===== config.mk =====
export PLATFORM = sky130hd
export DESIGN_NAME = matrix_stream_serializer
export DESIGN_NICKNAME = d
export VERILOG_FILES = /design/src/rtl/matrix_stream_serializer.sv
export SDC_FILE = /design/constraint.sdc
export NUM_CORES = 1
export LEC_CHECK = 0
export BUFFER_PORTS_ARGS = -buffer_cell sky130_fd_sc_hd__buf_2
export CORE_MARGIN = 5
export CORE_UTILIZATION = 50
export DETAILED_ROUTE_END_ITERATION = 7
export PLACE_DENSITY = 0.75
export SYNTH_ARGS = -nofsm -noshare
export SYNTH_HDL_FRONTEND = slang
export SYNTH_SLANG_ARGS = --single-unit

===== constraint.sdc =====
create_clock -name clk -period 3.6 [get_ports clk]
set_clock_uncertainty 0.1 [all_clocks]
set_input_delay 0.72 -clock clk [delete_from_list [all_inputs] [get_ports clk]]
set_output_delay 0.72 -clock clk [all_outputs]
set_load 0.01 [all_outputs]

===== src/rtl/matrix_stream_serializer.sv =====
// rtl/matrix_stream_serializer.sv - captures a flat matrix and streams its active NxN block one element per beat
module matrix_stream_serializer #(
  parameter int DIM = 5,
  parameter int EW  = 8
) (
  input  logic                  clk,
  input  logic                  rst,
  input  logic                  start,
  input  logic [DIM*DIM*EW-1:0] A_flat,
  input  logic [1:0]            size,
  input  logic                  col_major,
  output logic                  busy,
  output logic [EW-1:0]         elem_data,
  output logic [2:0]            elem_row,
  output logic [2:0]            elem_col,
  output logic                  elem_valid,
  input  logic                  elem_ready,
  output logic                  elem_last,
  output logic                  done
);

  localparam int XW = $clog2(DIM*DIM);
  localparam int IW = $clog2(DIM*DIM*EW);

  typedef enum logic [1:0] {IDLE, STREAM, DONE} state_t;

  state_t                state, state_next;
  logic [DIM*DIM*EW-1:0] mat;
  logic [2:0]            n_last;   // active dimension minus one, kept so the wrap compare is direct
  logic                  cmaj;
  logic [2:0]            row, col;
  logic [XW-1:0]         idx;
  logic [IW-1:0]         base;
  logic                  at_last;
  logic                  xfer;

  // State register
  always_ff @(posedge clk) begin
    if (rst) state <= IDLE;
    else     state <= state_next;
  end

  // Capture on accepted start, then walk row/col on every transfer
  always_ff @(posedge clk) begin
    if (rst) begin
      mat    <= '0;
      n_last <= '0;
      cmaj   <= 1'b0;
      row    <= '0;
      col    <= '0;
    end else if (state == IDLE && start) begin
      mat    <= A_flat;
      n_last <= {1'b0, size} + 3'd1;
      cmaj   <= col_major;
      row    <= '0;
      col    <= '0;
    end else if (xfer) begin
      if (cmaj) begin
        if (row == n_last) begin
          row <= '0;
          col <= col + 3'd1;
        end else begin
          row <= row + 3'd1;
        end
      end else begin
        if (col == n_last) begin
          col <= '0;
          row <= row + 3'd1;
        end else begin
          col <= col + 3'd1;
        end
      end
    end
  end

  // Next state and outputs; element fields are zeroed outside STREAM so idle reads 0
  always_comb begin
    state_next = state;
    busy       = 1'b0;
    done       = 1'b0;
    elem_valid = 1'b0;
    elem_last  = 1'b0;
    elem_data  = '0;
    elem_row   = '0;
    elem_col   = '0;
    xfer       = 1'b0;
    // Stride is always DIM regardless of the active size
    idx        = XW'(row) * XW'(DIM) + XW'(col);
    base       = IW'(idx) * IW'(EW);
    at_last    = (row == n_last) && (col == n_last);

    case (state)
      IDLE: begin
        if (start) state_next = STREAM;
      end
      STREAM: begin
        busy       = 1'b1;
        elem_valid = 1'b1;
        elem_last  = at_last;
        elem_data  = mat[base +: EW];
        elem_row   = row;
        elem_col   = col;
        xfer       = elem_ready;
        if (elem_ready && at_last) state_next = DONE;
      end
      DONE: begin
        busy       = 1'b1;
        done       = 1'b1;
        state_next = IDLE;
      end
      default: state_next = IDLE;
    endcase
  end

endmodule


Word-level counts from Yosys, hierarchy flattened --
Index checks and enable logic that the tools add are counted. Widths: inputs -> output; s select.
Cells by class: add/subtract/negate cells 4, multipliers 1, divide/modulo/power cells 0, order comparisons 0, eq/ne operators 7, shift operators 1, multiplexer cells 17, bitwise operators 0, reductions and logical operators 10
Operators by type and width (number):
- $shiftx 200x9->8 | 1
- $mux 3 | 8
- $mux 8 | 1
- $add 3x1->3 const B | 2
- $eq 3x3->1 | 2
- $reduce_and 2->1 | 3
- $add 5x3->5 | 1
- $mul 3x3->5 const B | 1
- $mux 1 | 5
- $mux 2 | 2
- $ne 2x2->1 const B | 2
- $pmux 2 s2 | 1
- $reduce_or 2->1 | 2
- $add 2x1->3 const B | 1
- $logic_and 1x1->1 | 3
- $eq 2x1->1 const B | 1
- $eq 2x2->1 const B | 1
- $logic_not 2->1 | 1
- $ne 2x1->1 const B | 1
- $reduce_bool 2->1 | 1
Storage, ports and cells: bits in registers 212, bits in latches 0, bits in writable memories 0, ROM bits 0, input port bits 207, output and inout port bits 18, logic and storage cells 46, memories 0

Depth between registers and ports, before layout --
word-level depth 5, depth in mapped cells 10, mapped depth without buffers 9

Worst setup path before layout --
No wires, ideal clock.
path kind register to output, start reg row[2], end out elem_data[0], arrival 2611 ps, required time 2780 ps, slack 169 ps, cell stages (with the launch flop) 10, path through dfxtp_1 ha_1 ha_1 inv_1 fa_1 xor2_1 buf_2 clkbuf_1 a31oi_1 a211oi_1
On the way: longest elaborated chain between the ends 4
RTL lines:
- start: declaration | RTL line 31 | logic [2:0] row, col;
- start signal: assignment | RTL line 63 | row <= row + 3'd1;
- start signal: assignment | RTL line 68 | row <= row + 3'd1;
- $mul 3x3->5 | RTL line 88 | idx = XW'(row) * XW'(DIM) + XW'(col);
- $add 5x3->5 | RTL line 88
- $shiftx 200x9->8 | RTL line 100 | elem_data = mat[base +: EW];
- $mux 8 | RTL line 92 | case (state)
- end: declaration | RTL line 13 | output logic [EW-1:0] elem_data,
No other way between the ends.

Worst setup path in the final report --
start reg row[2], end out elem_data[1]
The elaborated chain is that of the path after synthesis.

==> impl_metrics.py <==
metrics = {
    "logic_synthesis": {
        "synth-adder-area-share_pct": 2.21,
        "syn_warnings": 0,
        "post_synth_xor_area_fraction_pct": 1.20,
        "syn-num-nets": 1351,
        "synth_largest_area_cell": "dfxtp_1",
        "synth.cells.most_frequent": "nand2_1, dfxtp_1, a21oi_1, clkbuf_1, mux2i_1",
        "most_common_cell_in_the_netlist": "nand2_1",
        "synth.distinct_cells": 47,
        "synth_top_family_by_area": "simple AND/OR/NAND/NOR gates",
        "synth_simple_gate_area_share_pct": 19.5,
        "yosys-mux-area-fraction_pct": 13.0,
        "synthDominantCellAreaShare_pct": 45.1,
        "synth-async-reset-ratio_pct": 0,
        "syn-cell-area_mm2": 0.00942,
        "synth_edf_count": 0,
        "postSynthCellCount": 1128,
        "postSynth.topFlopCell": "dfxtp_1",
        "synth_compound_area_share_pct": 14.5,
        "netlist_top_cells_area": "dfxtp_1, nand2_1, a21oi_1",
        "synth.avg_cell_area_um2": 8.35,
        "flops_latches_synth": 212,
        "seq_area_frac_synth_pct": 45.1,
    },
    "route": {
        "dr_total_vias": 8507,
        "dr.first_iter.drc_count": 455,
        "detailed_route_wl_um": 26400,
        "detailedRoute.firstPassIterationCount": 4,
        "routedWlPerCell_um": 16.7,
        "vias_per_instance": 5.38,
        "drcViolationCount": 0,
        "final_antenna_net_count": 0,
    },
    "clock_network": {
        "cts_root_buf": "clkbuf_16",
        "cts-buffers-inserted": 23,
        "ctsHoldBuffers": 0,
        "clock-sinks": 212,
        "cts_max_path_buffers": 3,
        "worstSkewPairLatency_ns": 0.50,
        "clkSlewWorstSetupHoldPaths_ns": 0.06,
        "ctsHtreeMaxLevel": 1,
        "tritoncts": "built",
    },
    "sta": {
        "grt_setup_unrepaired": "yes",
        "timing.fmax_ghz": 0.257,
        "layout_setup_ws_ns": -0.293,
        "final_period_minus_worst_setup_slack_ns": 3.89,
        "report.final.hold_viol_count": 0,
        "hold_ws_ns": 0.331,
        "finalMaxSlewViolations": 0,
        "min_period_over_period_pct": 108,
        "relative_slew_slack_pct": 42.9,
        "finalSetupViolations": 8,
        "tightestPinTransition_ns": 0.856,
    },
    "die": {
        "dieArea_mm2": 0.0217,
        "die_w_um": 147,
        "floorplan.die.height_um": 147,
        "core_area_mm2": 0.0186,
        "rows": 50,
        "num_io_pins": 225,
        "initial_utilization_pct": 50.5,
    },
    "place": {
        "place.detailed.hpwl_um": 18900,
        "dpl_cell_area_mm2": 0.0109,
        "port_buffers": 224,
        "post-place-ws_ns": -0.0172,
        "routabilityCongestion": 0.834,
    },
    "global_route": {
        "antenna_found_initial": 0,
        "grtUsageTotal_pct": 23.4,
        "vias_in_the_first_global_route": 8434,
        "grt_pass1_wl_um": 41500,
        "grt_start_max_net_pins": 112,
        "grt_overflow_total": 0,
    },
    "setup_path": {
        "r2r_endpoint": "row[1]$_SDFFE_PP0P_",
        "start_kind": "flip-flop",
        "ff2ff_path_depth": 7,
        "startpoint_of_the_most_critical_register_to_register_path": "state[1]$_SDFFE_PP0P_",
        "setup.worst_path.end_class": "primary output",
        "setup.reg_to_reg.worst_slack_ns": 1.23,
        "crit_required_ns": 2.78,
        "crit_type": "flip-flop to primary output",
        "worst-endpoint-arrival_ns": 3.07,
        "worstPathMaxFanout": 5,
    },
    "cells_and_area": {
        "area_of_all_placed_cells_without_fillers_mm2": 0.0119,
        "diodes": 0,
        "final_nets": 1558,
        "fillcell_total": 1637,
        "drive_above_1_share_pct": 27.7,
        "syn2layout_area_growth_pct": 26.0,
    },
    "outcome": {
        "violations_in_the_final_reports": "negative setup slack",
        "run_status": "complete, but fails checks",
    },
    "hold_path": {
        "hold_path.startpoint": "size[0]",
        "worst_hold_path.num_cells": 2,
        "hold_path_end": "n_last[0]$_SDFFE_PP0P_",
        "min_path_type": "primary input to flip-flop",
    },
    "power_and_ir_drop": {
        "power-per-cell-area_mw_per_mm2": 614,
        "static-leakage-power_nw": 4.88,
        "power.ir.vdd_worst_mv": 0.355,
        "p_total_w": 0.00728,
    },
    "flow_run": {
        "drv_cap": 0,
    },
}
metrics by stage:
step / TNS [ns] / std cells / utilization, %
after detailed placement: -0.0281 / 1535 / 58.2
after global routing: -2.67 / 1581 / 63.6
final: -2.02 / 1581 / 63.6
after global placement: 0 / 1535 / 58.2
after CTS: -1.59 / 1580 / 63.4
after floorplan: 0 / 1128 / -
where the power goes:
part           total, W  switching, W  internal [W]
clock network   0.00223      0.000907       0.00132
registers       0.00291      0.000193       0.00272
logic           0.00214       0.00127      0.000873
total           0.00728       0.00237       0.00492
area by class of cell:
type	instances	area (um^2)	area share (%)
repair buffers	269	1620	13.6
inverters	8	35.0	0.295
flip-flops and latches	212	4250	35.8
clock buffers	33	653	5.51
multi-input cells	821	4960	41.8
clock inverters	4	52.6	0.443
well taps	234	293	2.47
worst max-delay path by stage:
stage	startpoint	end	slack [ns]
after floorplan	row[2]$_SDFFE_PP0P_	elem_data[0]	0.17
after global placement	row[0]$_SDFFE_PP0P_	elem_data[6]	0.04
after detailed placement	row[0]$_SDFFE_PP0P_	elem_data[2]	-0.02
after CTS	row[2]$_SDFFE_PP0P_	elem_data[7]	-0.24
after global routing	row[2]$_SDFFE_PP0P_	elem_data[4]	-0.35
final	row[2]$_SDFFE_PP0P_	elem_data[1]	-0.29
flip-flops by register name, summed over array words and instances, names as in the netlist:
signal / cells
cmaj: 1
col: 3
mat: 200
n_last: 3
row: 3
state: 2
logic make-up (layout without fill, tap and decap cells):
logic type | count (synthesis) | count (layout)
fa+ha+maj | 16 | 16
flops | 212 | 212
mux | 77 | 77
xor+xnor | 12 | 12
simple gates | 467 | 467
compound gates | 249 | 249
buf+inv | 95 | 314
critical path, cell delays in order, from the launching register on:
cell and delay, ns:
dfxtp_2 0.34, ha_4 0.24, ha_4 0.27, inv_2 0.04, fa_2 0.42, xor2_4 0.19
buf_4 0.16, nor3_4 0.23, buf_6 0.15, nand2_1 0.05, nand2_1 0.07, o2111a_1 0.25
buf_2 0.16
cells in the final DEF (no fill, tap or decap), drive strengths merged, types with 3 or more instances in the layout:
| cell | instances |
|---|---|
| nand2 | 421 |
| buf | 269 |
| dfxtp | 212 |
| a21oi | 205 |
| mux2i | 37 |
| mux4 | 36 |
| clkbuf | 33 |
| ha | 15 |
| nand3 | 12 |
| o22ai | 10 |
| inv | 9 |
| xnor2 | 8 |
| and2 | 8 |
| nor3 | 8 |
| o21ai | 7 |
| nor2 | 6 |
| o2111a | 5 |
| nor2b | 4 |
| xor2 | 4 |
| mux2 | 4 |
| a2111oi | 3 |
| o31ai | 3 |
| a31oi | 3 |
| nand2b | 3 |
| a211oi | 3 |
routing by layer:
metal  GRT usage, %  up-vias  wire length, um
met5              0        -                0
met4           7.04        0              740
met3           3.82       52             1370
met2           39.4      244            12800
met1           31.0     3976            11500
li1               -     4235                -
repair_timing:
action	4_1_cts	5_1_grt
setup endpoints to repair	8	8
setup buffers	11	1
cloned	1	0
pin swaps	18	8
resized for setup	46	5
Power figures use the tool's default switching activity.
